`config.mk`:
```
export PLATFORM = sky130hd
export DESIGN_NAME = instr_fetch_queue
export DESIGN_NICKNAME = d
export VERILOG_FILES = /design/src/rtl/instr_fetch_queue.sv
export SDC_FILE = /design/constraint.sdc
export NUM_CORES = 1
export LEC_CHECK = 0
export CAP_MARGIN = 40
export CORE_MARGIN = 1.5
export CORE_UTILIZATION = 50
export CTS_CLUSTER_DIAMETER = 60
export DETAILED_ROUTE_END_ITERATION = 6
export GPL_ROUTABILITY_DRIVEN = 0
export PLACE_DENSITY = 0.76
export SYNTH_ARGS = -nofsm -noshare
export SYNTH_HDL_FRONTEND = slang
export SYNTH_SLANG_ARGS = --single-unit
```
`constraint.sdc`:
```
create_clock -name clk_i -period 2.9 [get_ports clk_i]
set_input_delay 0.29 -clock clk_i [delete_from_list [all_inputs] [get_ports clk_i]]
set_output_delay 0.29 -clock clk_i [all_outputs]
set_load 0.01 [all_outputs]
```
`src/rtl/instr_fetch_queue.sv`:
```
// Instruction fetch queue: issues one word read at a time to instruction
// memory, buffers {pc, instr} pairs in a small FIFO for decode, and handles
// PC redirects by flushing the queue and dropping any response in flight.
module instr_fetch_queue #(
  parameter int unsigned DEPTH    = 4,
  parameter logic [31:0] RESET_PC = 32'h0000_0000
) (
  input  logic                    clk_i,
  input  logic                    rst_i,
  input  logic                    start_i,
  input  logic                    redirect_i,
  input  logic [31:0]             redirect_pc_i,
  output logic                    mem_req_o,
  output logic [31:0]             mem_addr_o,
  input  logic                    mem_gnt_i,
  input  logic                    mem_rvalid_i,
  input  logic [31:0]             mem_rdata_i,
  output logic                    instr_valid_o,
  output logic [31:0]             instr_o,
  output logic [31:0]             pc_o,
  input  logic                    instr_ready_i,
  output logic [$clog2(DEPTH):0]  count_o
);

  localparam int unsigned   AW      = $clog2(DEPTH);
  localparam int unsigned   CW      = AW + 1;
  localparam logic [CW-1:0] DEPTH_C = CW'(DEPTH);
  localparam logic [CW-1:0] CNT_ONE = CW'(1);
  localparam logic [AW-1:0] PTR_ONE = AW'(1);

  typedef enum logic [1:0] {
    ST_IDLE = 2'd0,
    ST_REQ  = 2'd1,
    ST_WAIT = 2'd2
  } state_e;

  state_e        state_q, state_d;
  logic [31:0]   fetch_pc_q, fetch_pc_d;
  logic [31:0]   req_addr_q, req_addr_d;
  logic          drop_q, drop_d;
  logic [AW-1:0] wr_ptr_q, wr_ptr_d;
  logic [AW-1:0] rd_ptr_q, rd_ptr_d;
  logic [CW-1:0] count_q, count_d;

  logic [31:0]   fifo_pc_q    [DEPTH];
  logic [31:0]   fifo_instr_q [DEPTH];

  logic          push_s;
  logic          pop_s;
  logic          head_valid_s;
  logic [31:0]   redirect_pc_s;
  logic          unused_pc_lsb_s;

  // Word-align the redirect target; the low two bits carry no meaning.
  assign redirect_pc_s   = {redirect_pc_i[31:2], 2'b00};
  assign unused_pc_lsb_s = ^redirect_pc_i[1:0];

  assign head_valid_s = (count_q != {CW{1'b0}});

  // A redirect wins over both queue ports: the flush discards same-cycle traffic.
  assign pop_s  = head_valid_s & instr_ready_i & ~redirect_i;
  assign push_s = (state_q == ST_WAIT) & mem_rvalid_i & ~drop_q & ~redirect_i;

  // Queue pointers and occupancy for the coming cycle, including flush.
  always_comb begin
    count_d  = count_q;
    wr_ptr_d = wr_ptr_q;
    rd_ptr_d = rd_ptr_q;
    if (redirect_i) begin
      count_d  = {CW{1'b0}};
      wr_ptr_d = {AW{1'b0}};
      rd_ptr_d = {AW{1'b0}};
    end else begin
      if (push_s) begin
        wr_ptr_d = wr_ptr_q + PTR_ONE;
      end else begin
        wr_ptr_d = wr_ptr_q;
      end
      if (pop_s) begin
        rd_ptr_d = rd_ptr_q + PTR_ONE;
      end else begin
        rd_ptr_d = rd_ptr_q;
      end
      case ({push_s, pop_s})
        2'b10:   count_d = count_q + CNT_ONE;
        2'b01:   count_d = count_q - CNT_ONE;
        default: count_d = count_q;
      endcase
    end
  end

  // Fetch FSM: next state, fetch PC, latched request address and drop flag.
  // The single outstanding request is the credit, so IDLE only leaves when
  // the queue has room and WAIT only re-requests if room remains after push.
  always_comb begin
    state_d    = state_q;
    fetch_pc_d = fetch_pc_q;
    req_addr_d = req_addr_q;
    drop_d     = drop_q;
    case (state_q)
      ST_IDLE: begin
        if (redirect_i) begin
          fetch_pc_d = redirect_pc_s;
        end else if (start_i && (count_q < DEPTH_C)) begin
          state_d = ST_REQ;
        end else begin
          state_d = ST_IDLE;
        end
      end
      ST_REQ: begin
        if (mem_gnt_i) begin
          state_d    = ST_WAIT;
          req_addr_d = fetch_pc_q;
          if (redirect_i) begin
            fetch_pc_d = redirect_pc_s;
            drop_d     = 1'b1;
          end else begin
            fetch_pc_d = fetch_pc_q + 32'd4;
          end
        end else if (redirect_i) begin
          fetch_pc_d = redirect_pc_s;
        end else begin
          state_d = ST_REQ;
        end
      end
      ST_WAIT: begin
        if (mem_rvalid_i) begin
          // A response arriving with a redirect is discarded by the flush,
          // so the drop flag must not outlive this cycle.
          drop_d = 1'b0;
          if (redirect_i) begin
            fetch_pc_d = redirect_pc_s;
          end else begin
            fetch_pc_d = fetch_pc_q;
          end
          if (start_i && (count_d < DEPTH_C)) begin
            state_d = ST_REQ;
          end else begin
            state_d = ST_IDLE;
          end
        end else if (redirect_i) begin
          fetch_pc_d = redirect_pc_s;
          drop_d     = 1'b1;
        end else begin
          state_d = ST_WAIT;
        end
      end
      default: begin
        state_d = ST_IDLE;
      end
    endcase
  end

  // Control state registers; reset abandons any request in flight.
  always_ff @(posedge clk_i or negedge rst_i) begin
    if (!rst_i) begin
      state_q    <= ST_IDLE;
      fetch_pc_q <= RESET_PC;
      req_addr_q <= 32'h0000_0000;
      drop_q     <= 1'b0;
      wr_ptr_q   <= {AW{1'b0}};
      rd_ptr_q   <= {AW{1'b0}};
      count_q    <= {CW{1'b0}};
    end else begin
      state_q    <= state_d;
      fetch_pc_q <= fetch_pc_d;
      req_addr_q <= req_addr_d;
      drop_q     <= drop_d;
      wr_ptr_q   <= wr_ptr_d;
      rd_ptr_q   <= rd_ptr_d;
      count_q    <= count_d;
    end
  end

  // Queue storage; contents are only observed through a valid head.
  always_ff @(posedge clk_i) begin
    if (push_s) begin
      fifo_pc_q[wr_ptr_q]    <= req_addr_q;
      fifo_instr_q[wr_ptr_q] <= mem_rdata_i;
    end
  end

  assign mem_req_o     = (state_q == ST_REQ);
  assign mem_addr_o    = fetch_pc_q;
  assign instr_valid_o = head_valid_s;
  assign instr_o       = head_valid_s ? fifo_instr_q[rd_ptr_q] : 32'h0000_0000;
  assign pc_o          = head_valid_s ? fifo_pc_q[rd_ptr_q]    : 32'h0000_0000;
  assign count_o       = count_q;

endmodule

```
==> summary.txt <==
Yosys
  – Mean Syn Cell Area: 16.48 um^2
  – Ys Warns: 0
  – Seq/Total Area, Yosys: 0.6980
  – Mapped Cells: 829
  – Top post-synthesis cells by area: edfxtp_1 56%, dfrtp_1 14%, mux4_2 11%
  – Area leader, netlist: edfxtp_1
  – Area share of the largest cell type after synthesis: 0.5625
  – Distinct cells, synth: 64
  – EDFF count, synth: 256
  – Post-synth net total: ~910
  – Most common cell in the netlist: edfxtp_1
  – Mapped cell area: 13670 um^2
  – #FFs+latches synth: between 300 and 400
  – Ys flop type: edfxtp_1
  – Synth cell count leaders: 256 x edfxtp_1, 74 x dfrtp_1, 71 x and2_1, 64 x mux4_2, 36 x nor2_1
  – Post-synth ARST share: 0.2242

STA
  – Slew Limit Fails: 0
  – Setup_tns: 0 ns
  – Worst Skew: between 0.01 and 0.015 ns
  – Worst rel slew slack: 0.6303
  – Final setup viols: 0
  – Post-layout min period: 2.779 ns
  – Worst-Margin Slew: 0.5503 ns
  – Final Hold Fails: 0
  – Final WS setup: 0.1213 ns
  – Fmax: 359.9 MHz
  – Min Hold Slack: ~0.32 ns
  – Tcrit/Tclk final: 0.9582
  – RSZ-0062 raised after global routing: false

Global routing
  – Pin count of the biggest net entering global routing: 67
  – Number of global-route vias before repair: approximately 8200
  – Global-route wire length before repair: 46.32 mm
  – GRT Util Overall: 0.2142
  – Initial antenna violation count: 0
  – GRT Residual Overflow: 0

Final layout
  – Layout net count: 1104
  – Layout Area Growth over Synthesis: 25.06%
  – Layout cells sized above 1: 0.1878
  – Non-filler cells, final: 1390
  – Fillers: 1925
  – N_diodes: 0

Drt
  – DR vias/cell: ~6
  – Remaining DRCs: 0
  – Per-cell routed wire length: 21.12 um
  – Initial DRC Count: 713
  – Initial DRT Pass Iterations: 5
  – Final WL: 29.36 mm
  – Total number of vias: about 8100
  – DRT antenna net count: 0

Setup path
  – R2R Path Start: count_o[2]
  – Crit end category: primary output
  – Reg-to-reg endpoint: state_q[0]
  – Crit path cell chain: or3_2 > buf_8 > and2_1 > clkdlybuf4s50_1
  – WP data required: 2.61 ns
  – Critical Path AT: 2.49 ns
  – Slowest stage delay, CP: about 0.55 ns
  – Worst Path Max Fanout: between 60 and 70
  – Setup CP Type: register to primary output
  – Flop2flop setup slack: 0.26 ns
  – Register-to-Register Path Depth: 11
  – CP startpoint kind: register
  – Worst path slowest cell: or3_2

Place
  – DP Worst Slack: 0.2609 ns
  – I/O Buffers: 169
  – HPWL Detailed: 18.89 mm
  – Placed Instances: 1328

Job
  – Number of max-cap violations: 0

Run status
  – Status: finished clean

Pwr
  – Leakage power: 5.861 nW
  – Peak supply drop: 0.3539 mV
  – P per Cell Area: 678.6 nW/um^2

Floorplanning
  – Chip Width: 168.3 um
  – Core box area: roughly 27000 um^2
  – Initial core utilization: 0.5085
  – Die H: ~170 um
  – # IOs: 172
  – Die area: 28330 um^2
  – Row Count: 60

Clocking
  – CTS Root Cell: clkbuf_16
  – CTS sink count: 330
  – Clock Path Buffers: 3
  – Post-CTS Setup Bufs: 0
  – CTS tree: yes
  – CTS H-tree depth: 2
  – Worst-skew pair later-pin latency: roughly 0.49 ns
  – Worst-path clk slew: around 0.06 ns
  – Clock buffer count from CTS: 34

Min path
  – Hold Path Class: input pin to asynchronous set/reset pin
## cell families (layout without fill, tap and decap cells)
| group | Yosys count | after routing | share of synthesized area |
|---|---|---|---|
| AOI/OAI and AO/OA | 99 | 99 | 0.04523 |
| xor gates and xnor gates | 6 | 6 | 0.003845 |
| adders and majority gates | 9 | 9 | 0.008240 |
| buffers and inverters | 60 | 280 | 0.01923 |
| DFF | 330 | 330 | 0.6980 |
| muxes | 101 | 101 | 0.1352 |
| and+or+nand+nor | 224 | 224 | 0.09019 |
## worst max-delay path, delay by kind of cell, from the launching register on
family | cells | cell delay [ns]
AND/OR/NAND/NOR | 2 | 0.79
buffers and inverters | 2 | 0.75
flip-flops | 1 | 0.44
## registers in the layout, summed over array words and instances, names as in the netlist
register / flops
fifo_pc_q: 128
drop_q: 1
wr_ptr_q: 2
fifo_instr_q: 128
mem_addr_o: 32
count_o: 3
rd_ptr_q: 2
req_addr_q: 32
state_q: 2
## routing by layer
metal / vias to the layer above / wire (um) / track usage
li1: 3642 / - / -
met1: 4061 / 12700 / 0.3030
met2: 361 / 14000 / 0.3471
met3: 45 / 2136 / 0.03714
met4: 0 / 525 / 0.05823
met5: - / 0 / 0
## how the worst max path moves through the flow
stage | from | end | slack, ns
finish | count_o[2] | pc_o[19] | 0.12
CTS | count_o[2] | pc_o[19] | 0.07
detailed placement | mem_rvalid_i | state_q[0] | 0.26
global placement | mem_rvalid_i | state_q[0] | 0.26
global route | count_o[2] | pc_o[19] | 0.02
floorplan | count_o[2] | state_q[0] | 0.38
## layout make-up
type	instances	area, um^2	area share
clock buffer	42	964.7	0.05645
clock inverter	19	125.1	0.007321
inverter	14	52.55	0.003075
multi-input combinational	439	3880	0.2270
sequential	330	9547	0.5586
tap	341	426.7	0.02497
timing repair buffer	205	2095	0.1226
## repair_timing
item	CTS	global route
gates resized for setup	1	3
hold endpoints to repair	35	0
endpoints found under the setup margin	14	1
hold buffers	1	0
## layout by cell type (no fill, tap or decap), types with 26 or more instances in the layout
| master | netlist | layout |
|---|---|---|
| nand3_1 | 31 | 31 |
| clkbuf_16 | 0 | 37 |
| a21oi_1 | 28 | 28 |
| and2_1 | 71 | 67 |
| nor2_1 | 36 | 35 |
| mux2_2 | 29 | 29 |
| mux4_2 | 64 | 64 |
| dfrtp_1 | 74 | 72 |
| nand2_1 | 27 | 26 |
| clkdlybuf4s50_1 | 0 | 168 |
| edfxtp_1 | 256 | 256 |
## metrics by stage
step / util / instance area, um^2 / total power, W
final: 0.6359 / 17090 / 0.01160
after global routing: 0.6359 / 17090 / 0.01206
after CTS: 0.6357 / 17080 / 0.01169
after detailed placement: 0.5946 / 15980 / 0.007513
after global placement: 0.5946 / 15980 / 0.007436
after floorplan: - / 13670 / 0.006813
## power by group
part | switching, W | total [W] | internal (W) | leakage [nW]
combinational | 0.000595 | 0.00124 | 0.000648 | 2.12
clock | 0.00171 | 0.00416 | 0.00246 | 0.537
sequential | 0.000500 | 0.00619 | 0.00569 | 3.20
No activity file was read; power rests on OpenSTA's default activity.
